**config.mk**
```make
export PLATFORM = sky130hd
export DESIGN_NAME = sub_div_seq
export DESIGN_NICKNAME = d
export VERILOG_FILES = /design/src/rtl/sub_div_seq.sv
export SDC_FILE = /design/constraint.sdc
export NUM_CORES = 1
export LEC_CHECK = 0
export CAP_MARGIN = 0
export CORE_MARGIN = 2
export CORE_UTILIZATION = 54
export CTS_CLUSTER_SIZE = 30
export DETAILED_ROUTE_END_ITERATION = 12
export PLACE_DENSITY_LB_ADDON = 0.1
export SYNTH_ARGS = -nofsm -noshare
export SYNTH_HDL_FRONTEND = slang
export SYNTH_SLANG_ARGS = --single-unit
```
**constraint.sdc**
```tcl
create_clock -name clk -period 4.1 [get_ports clk]
set_clock_uncertainty 0.1 [all_clocks]
set_input_delay 0.41 -clock clk [delete_from_list [all_inputs] [get_ports clk]]
set_output_delay 0.41 -clock clk [all_outputs]
set_load 0.005 [all_outputs]
```
**src/rtl/sub_div_seq.sv**
```systemverilog
// sub_div_seq -- sequential unsigned 64-bit restoring divider.
//
// A start seen in IDLE captures the operands. The block then runs one
// restoring step per clock for 64 clocks and pulses done for one cycle with
// the registered quotient and remainder. A zero divisor skips the iteration:
// it goes straight to DONE with quotient = all ones, remainder = dividend and
// div_by_zero = 1. Every subtraction goes through one shared sub_64_bit.
//
// Ports
//   clk          single clock, rising edge
//   rst          synchronous active-high reset
//   start        division request, sampled only in IDLE
//   dividend     unsigned numerator, captured when start is accepted
//   divisor      unsigned denominator, captured when start is accepted
//   busy         high in RUN and DONE
//   done         one-cycle pulse, results valid
//   quotient     registered quotient, held until the next DONE
//   remainder    registered remainder, held until the next DONE
//   div_by_zero  registered flag, valid with done
//
// state | meaning
// ------+---------------------------------------------------------------
// IDLE  | waiting for start; results from the last division are held
// RUN   | one restoring step per cycle, cnt counts 0..63
// DONE  | done pulse for one cycle, then back to IDLE unconditionally

module sub_div_seq #(
    parameter int WIDTH = 64
) (
    input  logic             clk,
    input  logic             rst,
    input  logic             start,
    input  logic [WIDTH-1:0] dividend,
    input  logic [WIDTH-1:0] divisor,
    output logic             busy,
    output logic             done,
    output logic [WIDTH-1:0] quotient,
    output logic [WIDTH-1:0] remainder,
    output logic             div_by_zero
);

    typedef enum logic [1:0] {
        IDLE = 2'd0,
        RUN  = 2'd1,
        DONE = 2'd2
    } state_t;

    state_t           state, state_nxt;
    logic [WIDTH-1:0] r_reg, r_nxt;
    logic [WIDTH-1:0] q_reg, q_nxt;
    logic [WIDTH-1:0] d_reg, d_nxt;
    logic [5:0]       cnt, cnt_nxt;
    logic [WIDTH-1:0] quo_nxt, rem_nxt;
    logic             dbz_nxt;

    logic [WIDTH-1:0] sub_a;
    logic [WIDTH-1:0] sub_s;
    logic             sub_c;
    logic             h;
    logic             qbit;

    // The subtractor is always fed from registers, so outside RUN its
    // inputs never depend on start/dividend/divisor.
    assign h     = r_reg[WIDTH-1];
    assign sub_a = {r_reg[WIDTH-2:0], q_reg[WIDTH-1]};

    sub_64_bit u_sub (
        .a (sub_a),
        .b (d_reg),
        .S (sub_s),
        .C (sub_c)
    );

    // With h set, the true 65-bit partial remainder exceeds D, so the step
    // must subtract; the wrapped 64-bit difference is then exact.
    assign qbit = h | sub_c;

    always_ff @(posedge clk) begin
        if (rst) begin
            state       <= IDLE;
            r_reg       <= '0;
            q_reg       <= '0;
            d_reg       <= '0;
            cnt         <= '0;
            quotient    <= '0;
            remainder   <= '0;
            div_by_zero <= 1'b0;
        end else begin
            state       <= state_nxt;
            r_reg       <= r_nxt;
            q_reg       <= q_nxt;
            d_reg       <= d_nxt;
            cnt         <= cnt_nxt;
            quotient    <= quo_nxt;
            remainder   <= rem_nxt;
            div_by_zero <= dbz_nxt;
        end
    end

    always_comb begin
        state_nxt = state;
        r_nxt     = r_reg;
        q_nxt     = q_reg;
        d_nxt     = d_reg;
        cnt_nxt   = cnt;
        quo_nxt   = quotient;
        rem_nxt   = remainder;
        dbz_nxt   = div_by_zero;

        case (state)
            IDLE: begin
                if (start) begin
                    if (divisor == '0) begin
                        state_nxt = DONE;
                        quo_nxt   = '1;
                        rem_nxt   = dividend;
                        dbz_nxt   = 1'b1;
                    end else begin
                        state_nxt = RUN;
                        r_nxt     = '0;
                        q_nxt     = dividend;
                        d_nxt     = divisor;
                        cnt_nxt   = '0;
                    end
                end
            end
            RUN: begin
                r_nxt   = qbit ? sub_s : sub_a;
                q_nxt   = {q_reg[WIDTH-2:0], qbit};
                cnt_nxt = cnt + 6'd1;
                if (cnt == 6'd63) begin
                    state_nxt = DONE;
                    quo_nxt   = q_nxt;
                    rem_nxt   = r_nxt;
                    dbz_nxt   = 1'b0;
                end
            end
            DONE: begin
                state_nxt = IDLE;
            end
            default: begin
                state_nxt = IDLE;
            end
        endcase
    end

    assign busy = (state == RUN) || (state == DONE);
    assign done = (state == DONE);

endmodule

// sub_64_bit -- S = a - b (mod 2^64), C = 1 when a >= b (no borrow).
// Computed as a + ~b + 1 with 4-bit carry-lookahead groups whose group
// carries ripple from one group to the next.
//
// Ports
//   a  minuend
//   b  subtrahend
//   S  difference modulo 2^64
//   C  carry out, i.e. not-borrow
module sub_64_bit (
    input  logic [63:0] a,
    input  logic [63:0] b,
    output logic [63:0] S,
    output logic        C
);

    logic [63:0] g;
    logic [63:0] p;
    logic [16:0] gc;

    assign g     = a & ~b;
    assign p     = a ^ ~b;
    assign gc[0] = 1'b1;

    for (genvar k = 0; k < 16; k++) begin : g_grp
        logic [3:0] gg;
        logic [3:0] pp;
        logic [4:0] c;

        assign gg   = g[4*k +: 4];
        assign pp   = p[4*k +: 4];
        assign c[0] = gc[k];
        assign c[1] = gg[0] | (pp[0] & c[0]);
        assign c[2] = gg[1] | (pp[1] & gg[0]) | (pp[1] & pp[0] & c[0]);
        assign c[3] = gg[2] | (pp[2] & gg[1]) | (pp[2] & pp[1] & gg[0])
                    | (pp[2] & pp[1] & pp[0] & c[0]);
        assign c[4] = gg[3] | (pp[3] & gg[2]) | (pp[3] & pp[2] & gg[1])
                    | (pp[3] & pp[2] & pp[1] & gg[0])
                    | (pp[3] & pp[2] & pp[1] & pp[0] & c[0]);

        assign S[4*k +: 4] = pp ^ c[3:0];
        assign gc[k+1]     = c[4];
    end

    assign C = gc[16];

endmodule

```
==> Yosys cells after proc, flatten, opt, wreduce, memory -nomap -nowiden <==
Index checks and enable logic that the tools add are counted.
Widths: inputs -> output; s select.
{ "totals": {"register_bits": 329, "out_inout_bits": 131, "input_bits": 131, "elab_cells": 483} }
{ "op_classes": {"eq_ne": 7, "addsub": 1, "n_mux": 26, "reduce_logical": 8, "n_bitwise": 433} }
{ "ops": {"columns": ["operator", "count"], "rows": [
  ["$mux 64", 11],
  ["$pmux 64 s2", 4],
  ["$and 1x1->1", 252],
  ["$or 1x1->1", 161],
  ["$and 64x64->64", 1],
  ["$logic_not 64->1", 1],
  ["$not 64->64", 1],
  ["$xor 4x4->4", 16],
  ["$xor 64x64->64", 1],
  ["$mux 6", 2],
  ["$pmux 6 s2", 1],
  ["$ne 2x2->1 const B", 4],
  ["$add 6x1->6 const B", 1],
  ["$eq 6x6->1 const B", 1],
  ["$mux 2", 3],
  ["$reduce_and 3->1", 2],
  ["$pmux 2 s2", 1],
  ["$reduce_and 4->1", 1],
  ["$mux 1", 3],
  ["$eq 2x1->1 const B", 1],
  ["$eq 2x2->1 const B", 1],
  ["$logic_not 2->1", 1],
  ["$pmux 1 s2", 1],
  ["$reduce_and 2->1", 1],
  ["other kinds (3)", 3]
]} }

==> Longest topological paths before layout <==
Gate-level depths: netlist of the first run.
{ "logic_depth": {"word_depth": 41, "depth_mapped": 15, "ltp_nobuf": 15} }

==> By module <==
Synthesis of the first run repeated with hierarchy kept, for this count alone.
{ "unflattened": {"hier_cells": 2103, "area_unflattened_um2": 18256.3} }
{ "modules_own_cells": {"columns": ["module", "area_per_inst_um2", "seq_area_each_um2", "cells_per_inst", "instances"], "rows": [
  ["sub_div_seq", 15279.7, 6586.3, 1693, 1],
  ["sub_64_bit", 2976.6, 0.0, 410, 1]
]} }

==> Worst setup path before layout of the first run <==
Ideal clock, no wire load.
{ "synth_timing": {"path_type": "register to register", "from": "register q_reg[63]", "to": "register r_reg[49]", "slack_ns": 0.586, "required_ns": 3.913, "path_buffers": 0, "t_arrival_ns": 3.327, "synth_period_minus_slack_ns": 3.514, "setup_ns": 0.087, "path_stages_with_launch": 16, "cell_sequence": "dfxtp_1 -> inv_1 -> ha_1 -> o21a_1 -> o221a_4 -> a211oi_4 -> inv_2 -> and3_1 -> o21ai_2 -> nand3_1 -> a221oi_1 -> o21bai_1 -> fa_1 -> xor2_1 -> mux2i_1 -> o31ai_1"} }
{ "synth_via": {"elab_chain_cells": 37, "word_cells_on_any_way": 42, "cone_classes": "mux (2); bitwise (40)"} }
{ "synth_lines": {"columns": ["element", "line_no", "source"], "rows": [
  ["start, declared", "50", "logic [WIDTH-1:0] q_reg, q_nxt;"],
  ["start signal, assigned", "91", "q_reg <= q_nxt;"],
  ["$and 64x64->64", "172", "assign g = a & ~b;"],
  ["$and 1x1->1", "189", "| (pp[3] & pp[2] & pp[1] & gg[0])"],
  ["$or 1x1->1", "189", null],
  ["$or 1x1->1 *", "190", "| (pp[3] & pp[2] & pp[1] & pp[0] & c[0]);"],
  ["$and 1x1->1 *", "190", null],
  ["$or 1x1->1 *", "190", null],
  ["$and 1x1->1 *", "190", null],
  ["$or 1x1->1 *", "190", null],
  ["[... 21 more ...]", null, null],
  ["$or 1x1->1", "190", null],
  ["$and 1x1->1", "190", null],
  ["$or 1x1->1", "190", null],
  ["$and 1x1->1", "190", null],
  ["$or 1x1->1", "190", null],
  ["$or 1x1->1", "76", "assign qbit = h | sub_c;"],
  ["$mux 64 *", "128", "r_nxt = qbit ? sub_s : sub_a;"],
  ["$pmux 64 s2 *", "110", "case (state)"],
  ["end signal, assigned", "90", "r_reg <= r_nxt;"],
  ["end, declared", "49", "logic [WIDTH-1:0] r_reg, r_nxt;"]
]} }
Every way passes the cells marked *; elsewhere a longest branch is shown, timed or not.
A chain may end at the register's enable or synchronous reset.

==> Worst setup path in the final report of the first run <==
{ "layout_timing": {"from": "register r_reg[24]", "to": "register remainder[23]"} }
{ "layout_via": {"elab_chain_cells": 27, "word_cells_on_any_way": 32, "cone_classes": "mux (3); bitwise (29)"} }
{ "layout_lines": {"columns": ["element", "line_no", "source"], "rows": [
  ["$and 64x64->64 or $xor 64x64->64 (tied branches)", "172, 173", null],
  ["$and 1x1->1, on equally long branches", "188, 189, 190", null],
  ["$or 1x1->1, or another cell as far along", "188", "assign c[4] = gg[3] | (pp[3] & gg[2]) | (pp[3] & pp[2] & gg[1])"],
  ["$or 1x1->1 or $and 1x1->1 (tied branches)", "189, 190", null],
  ["$or 1x1->1 *", "190", null],
  ["$and 1x1->1 *", "190", null],
  ["$or 1x1->1 *", "190", null],
  ["$and 1x1->1 *", "190", null],
  ["[... 11 more ...]", null, null],
  ["$and 1x1->1 *", "190", null],
  ["$or 1x1->1 *", "190", null],
  ["$and 1x1->1 *", "190", null],
  ["$or 1x1->1 *", "190", null],
  ["$or 1x1->1 *", "76", null],
  ["$mux 64 *", "128", null],
  ["$mux 64 *", "131", "if (cnt == 6'd63) begin"],
  ["$pmux 64 s2 *", "110", null],
  ["end signal, assigned", "95", "remainder <= rem_nxt;"],
  ["end, declared", "38", "output logic [WIDTH-1:0] remainder,"]
]} }
Every way passes the cells marked *; elsewhere a longest branch is shown, timed or not. The select of a mux whose other input is x is not followed.

==> impl_metrics.ini, run 1 <==
[worst_hold_path]
min_from = rst
hold_path_class = in -> reg

[timing]
worst_slew_pin_slew_ns = 1.11
max_freq_mhz = 260
period_share_pct = 93.8
slew_headroom_pct = 25.9
period_minus_slack_ns = 3.85
rsz0062_at_grt = no
timing_hold_violations_final = 0
maxSlewViolCount = 0
setup_tns_ns = 0
setup_viol = 0

[route]
drcViolationCount = 0
wirelength_um = 51700
wl_per_cell_um = 21.0
antenna_left = 0
num_vias = 15000
drt-initial-drc-count = 1669
post_drt_via_cell_ratio = 6.11
first_pass_iters = 5

[synth]
async_reset_ff_share_pct = 0
synth_area_mm2 = 0.0166
yosys_warnings = 0
synth_ff_type = dfxtp_1
synth_edf_count = 0
synth_seq_area_share_pct = 39.7
synth_cell_types = 83
synth_nets = 2041
syn_avg_cell_area_um2 = 9.09
ys_seq_elements = 329
synthCells = 1826

[clocking]
htreeDepth = 2
numCtsBuffers = 37
cts_setup_buffers = 0
cts.sinks = 329
cts_resized = 0
clock_path_buffers = 3
clkLatencyLatePin_ns = 0.53
path_clk_slew_ns = 0.06
tritoncts = built
cts.root.buffer_cell = clkbuf_16
hold_buffers = 0

[power]
power.density_mw_per_mm2 = 584
vdd_drop_max_mv = 0.371
p_leak_nw = 7.77

[floorplan]
start_util_pct = 54.6
die_w_um = 179
die_height_um = 179
core_area_mm2 = 0.0304
rows = 64
ioPinCount = 262
dieArea_mm2 = 0.0322

[finish]
nFillCells = 2486
nets = 2257
drive_above_1_share_pct = 10.4
final_cells = 2461
most-common-layout-cells = dfxtp_1, clkdlybuf4s50_1, nor2_1, mux2i_1, o21ai_0
n_antenna_cell = 0
layout_commonest_cell = dfxtp_1
syn_to_final_growth_pct = 25.6

[worst_setup_path]
cp.arrival_ns = 4.14
end_kind = register
crit_type = reg -> reg
crit_start = r_reg[24]
start_kind = register
cp.required_ns = 4.39
path_max_fanout = 7
timing.rr.start = r_reg[24]

[grt]
grt_pass1_vias = 13800
grt_pass1_wl_um = 78300
grt_usage_pct = 31.1
grt_antenna_before_repair = 0
grt-ovfl-total = 0
grt_max_degree = 81

[placed_design]
dp_hpwl_um = 37800
numPlacedInstances = 2399
place_congestion = 0.905
port_buffers = 261

[outcome]
outcome = finished clean

[flow_run]
drv_cap = 0
-- critical path, cell delays in order (launching register included) --
cell,delay (ns)
dfxtp_1,0.44
ha_1,0.32
a21oi_1,0.22
o21ai_0,0.20
a221oi_2,0.45
o22ai_1,0.13
a2111o_1,0.31
o2111ai_2,0.26
a211o_1,0.29
buf_4,0.24
a21oi_1,0.13
a211oi_2,0.37
buf_4,0.18
o41ai_1,0.06
-- kinds of logic after synthesis --
family                   share of synthesized area, %
AO/OA/AOI/OAI                                    21.7
AND/OR/NAND/NOR                                  14.0
flip-flops                                       39.7
buffers and inverters                            5.30
multiplexers                                     10.2
adder cells (fa/ha/maj)                          7.01
XOR/XNOR                                         2.11
-- final timing paths --
check,end,slack (ns),depth (start not counted)
worst max register to register,remainder[23],0.25,13
worst max-delay path,remainder[23],0.25,13
worst min-delay path,cnt[0],0.23,2
worst min register to register,remainder[18],0.37,2
-- through the flow --
stage	instance area, um2	setup WS, ns	power (mW)	utilization [%]	hold slack (ns)
2_1_floorplan	16600	0.586	7.22	-	0.342
3_3_place_gp	19700	0.354	8.80	64.6	0.342
3_5_place_dp	19700	0.220	8.88	64.6	0.352
4_1_cts	20800	0.189	12.2	68.5	0.220
5_1_grt	20900	0.0143	12.8	68.6	0.235
6_report	20900	0.253	12.2	68.6	0.234
-- routing by layer --
layer / vias up / track usage, % / routed length [um] / share of wire (%)
met2: 702 / 45.5 / 21500 / 42
met5: - / 0 / 0 / 0
met3: 107 / 4.66 / 4740 / 9.2
met1: 7085 / 47.2 / 24000 / 46
li1: 7155 / - / - / -
met4: 0 / 8.94 / 1500 / 2.9
-- synth_stat cells, types with 13 or more instances --
cell type | number | area share [%]
inv_1 | 79 | 1.8
o21ai_0 | 125 | 3.8
fa_1 | 15 | 1.8
a211oi_1 | 71 | 3.2
nand4_1 | 19 | 0.72
and4_1 | 26 | 1.4
clkbuf_1 | 115 | 2.6
xor2_1 | 22 | 1.2
ha_1 | 69 | 5.2
nand3_1 | 53 | 1.6
a31oi_1 | 53 | 2.0
nand2_1 | 117 | 2.6
o221a_2 | 63 | 4.3
a21oi_1 | 70 | 2.1
xnor2_1 | 18 | 0.95
a21o_1 | 13 | 0.59
mux2i_1 | 168 | 10
nor2_1 | 176 | 4.0
dfxtp_1 | 329 | 40
nor3_1 | 26 | 0.78
o31ai_1 | 16 | 0.72
nor4_1 | 18 | 0.68
-- area by class of cell --
| type | instances | area [um2] | share of cell area (%) |
|---|---|---|---|
| clock inverters | 8 | 115 | 0.552 |
| well taps | 396 | 495 | 2.37 |
| inverters | 82 | 310 | 1.49 |
| flip-flops and latches | 329 | 6590 | 31.6 |
| multi-input cells | 1281 | 9200 | 44.1 |
| clock buffers | 54 | 1080 | 5.18 |
| repair buffers | 311 | 3070 | 14.7 |
-- where the power goes --
part / total, mW / internal (mW) / switching (mW)
clock network: 3.31 / 1.96 / 1.35
registers: 4.26 / 3.83 / 0.428
logic: 4.63 / 1.98 / 2.65
total: 12.2 / 7.76 / 4.43
Power figures use the tool's default switching activity.
==> inputs of run 2 (changes only) <==
Settings changed: CTS_CLUSTER_DIAMETER set to 60, PLACE_DENSITY set to 0.89, PLACE_DENSITY_LB_ADDON 0.1 to unset.
==> run 2 against run 1 <==
Compared with the run above: cell count is 0.49% lower; sequential power barely moved; sequential share of layout area is 0.36 points higher; via count rose by 2.2%; register-to-register slack lost 0.13 ns; worst hold slack worse by 0.011 ns; die area did not move; non-clock buffer count is 3 higher; core utilization decreased by 0.77 points; first-iteration DRC count up 2.3%; total power shrank 3.7%; critical path type unchanged; critical endpoint is now remainder[11].
==> impl_metrics.ini, run 2 (synthesized netlist as in run 1, its figures left out) <==
[outcome]
outcome = finished clean

[route]
wl_per_cell_um = 21.7
drcViolationCount = 0
post_drt_via_cell_ratio = 6.28
first_pass_iters = 6
drt-initial-drc-count = 1708
wirelength_um = 53200
num_vias = 15400
antenna_left = 0

[timing]
timing_hold_violations_final = 0
slew_headroom_pct = 31.6
maxSlewViolCount = 0
setup_tns_ns = 0
max_freq_mhz = 251
setup_viol = 0
period_share_pct = 97.0
period_minus_slack_ns = 3.98
worst_slew_pin_slew_ns = 1.03
fin_ws_ns = 0.121

[grt]
grt_pass1_wl_um = 81000
grt_max_degree = 111
grt_pass1_vias = 14300
grt-ovfl-total = 0
grt_antenna_before_repair = 0
grt_usage_pct = 31.8

[worst_setup_path]
start_kind = register
crit_type = reg -> reg
cp.required_ns = 4.44
end_kind = register
cp_cell_sequence = ha_1 -> nand4_1 -> or4_4 -> o21ai_4 -> a2111o_1 -> o2111ai_2 -> a211o_1 -> nand2_8 -> buf_12 -> mux2i_1 -> o21ai_0
path_max_fanout = 24
cp.arrival_ns = 4.32
cpPeakStageDelay_ns = 0.61
cpMaxStageDelayCell = or4_4

[finish]
syn_to_final_growth_pct = 24.2
layout_commonest_cell = dfxtp_1
most-common-layout-cells = dfxtp_1, clkdlybuf4s50_1, nor2_1, mux2i_1, o21ai_0
nets = 2249
n_antenna_cell = 0
nFillCells = 2424
drive_above_1_share_pct = 10.3

[power]
power_switching_share_pct = 39.5
p_sw_mw = 4.63
seq_power_share_pct = 36.6
power.density_mw_per_mm2 = 569
power.share.combinational_pct = 40.0
internal_power_mw = 7.10
p_leak_nw = 7.65
clkPwrFrac_pct = 23.5
vdd_drop_max_mv = 0.412
power_mw = 11.7

[floorplan]
die_height_um = 179
dieArea_mm2 = 0.0322
ioPinCount = 262
die_w_um = 179
start_util_pct = 54.6
core_area_mm2 = 0.0304
rows = 64

[worst_hold_path]
hold_path_class = in -> reg

[clocking]
numCtsBuffers = 25
htreeDepth = 1
tritoncts = built
clock_path_buffers = 3
cts.root.buffer_cell = clkbuf_16
clkLatencyLatePin_ns = 0.58
cts.sinks = 329
path_clk_slew_ns = 0.11

[placed_design]
dp_hpwl_um = 39200
place_ws_ns = 0.123
port_buffers = 261
place_congestion = 0.906

[flow_run]
drv_cap = 0
run 2: path summary, 6_finish.rpt:
check	startpoint	end	slack, ns	cells past startpoint
max	r_reg[20]	remainder[11]	0.12	11
min	rst	q_reg[62]	0.22	2
max reg2reg	r_reg[20]	remainder[11]	0.12	11
min reg2reg	remainder[60]	remainder[60]	0.39	2
run 2: power by group through the flow:
stage	logic [mW]	clock network, mW	registers [mW]
after floorplan	3.01	0	4.21
after global placement	4.46	0	4.31
after detailed placement	4.57	0	4.35
after CTS	4.61	2.76	4.28
after global routing	5.06	2.88	4.35
final	4.69	2.75	4.29
run 2: through the flow:
stage                     instance area (um2)  util, %  hold WS (ns)  std cells
after CTS                               20600     67.6         0.210       2446
after global placement                  19600     64.5         0.359       2400
after global routing                    20600     67.8         0.231       2449
final                                   20600     67.8         0.223       2449
after floorplan                         16600        -         0.342       1826
after detailed placement                19600     64.5         0.370       2400
run 2: cell type report:
class | count | area (um2) | area share [%]
Timing Repair Buffer | 314 | 3070 | 14.9
Clock inverter | 19 | 294 | 1.43
Multi-Input combinational cell | 1282 | 9230 | 44.7
Tap cell | 396 | 495 | 2.40
Inverter | 82 | 310 | 1.50
Clock buffer | 27 | 643 | 3.12
Sequential cell | 329 | 6590 | 31.9
run 2: routing by layer:
layer  GRT usage [%]  wire length (um)
met1            46.3             23400
met2            49.3             23200
met3            4.73              5330
met4            8.33              1340
met5               0                 0
run 2: what timing repair did:
action | 4_1_cts | 5_1_grt
resized for setup | 0 | 5
hold buffers | 0 | 0
buffers inserted | 0 | 2
setup endpoints to repair | 0 | 14
endpoints found under the hold margin | 0 | 0
run 2: critical path, delay by kind of cell (launching register included):
family	cells	cell delay, ns
AO/OA/AOI/OAI	5	1.21
flip-flops	1	0.38
AND/OR/NAND/NOR	3	1.10
multiplexers	1	0.39
adder cells (fa/ha/maj)	1	0.40
buffers and inverters	1	0.24
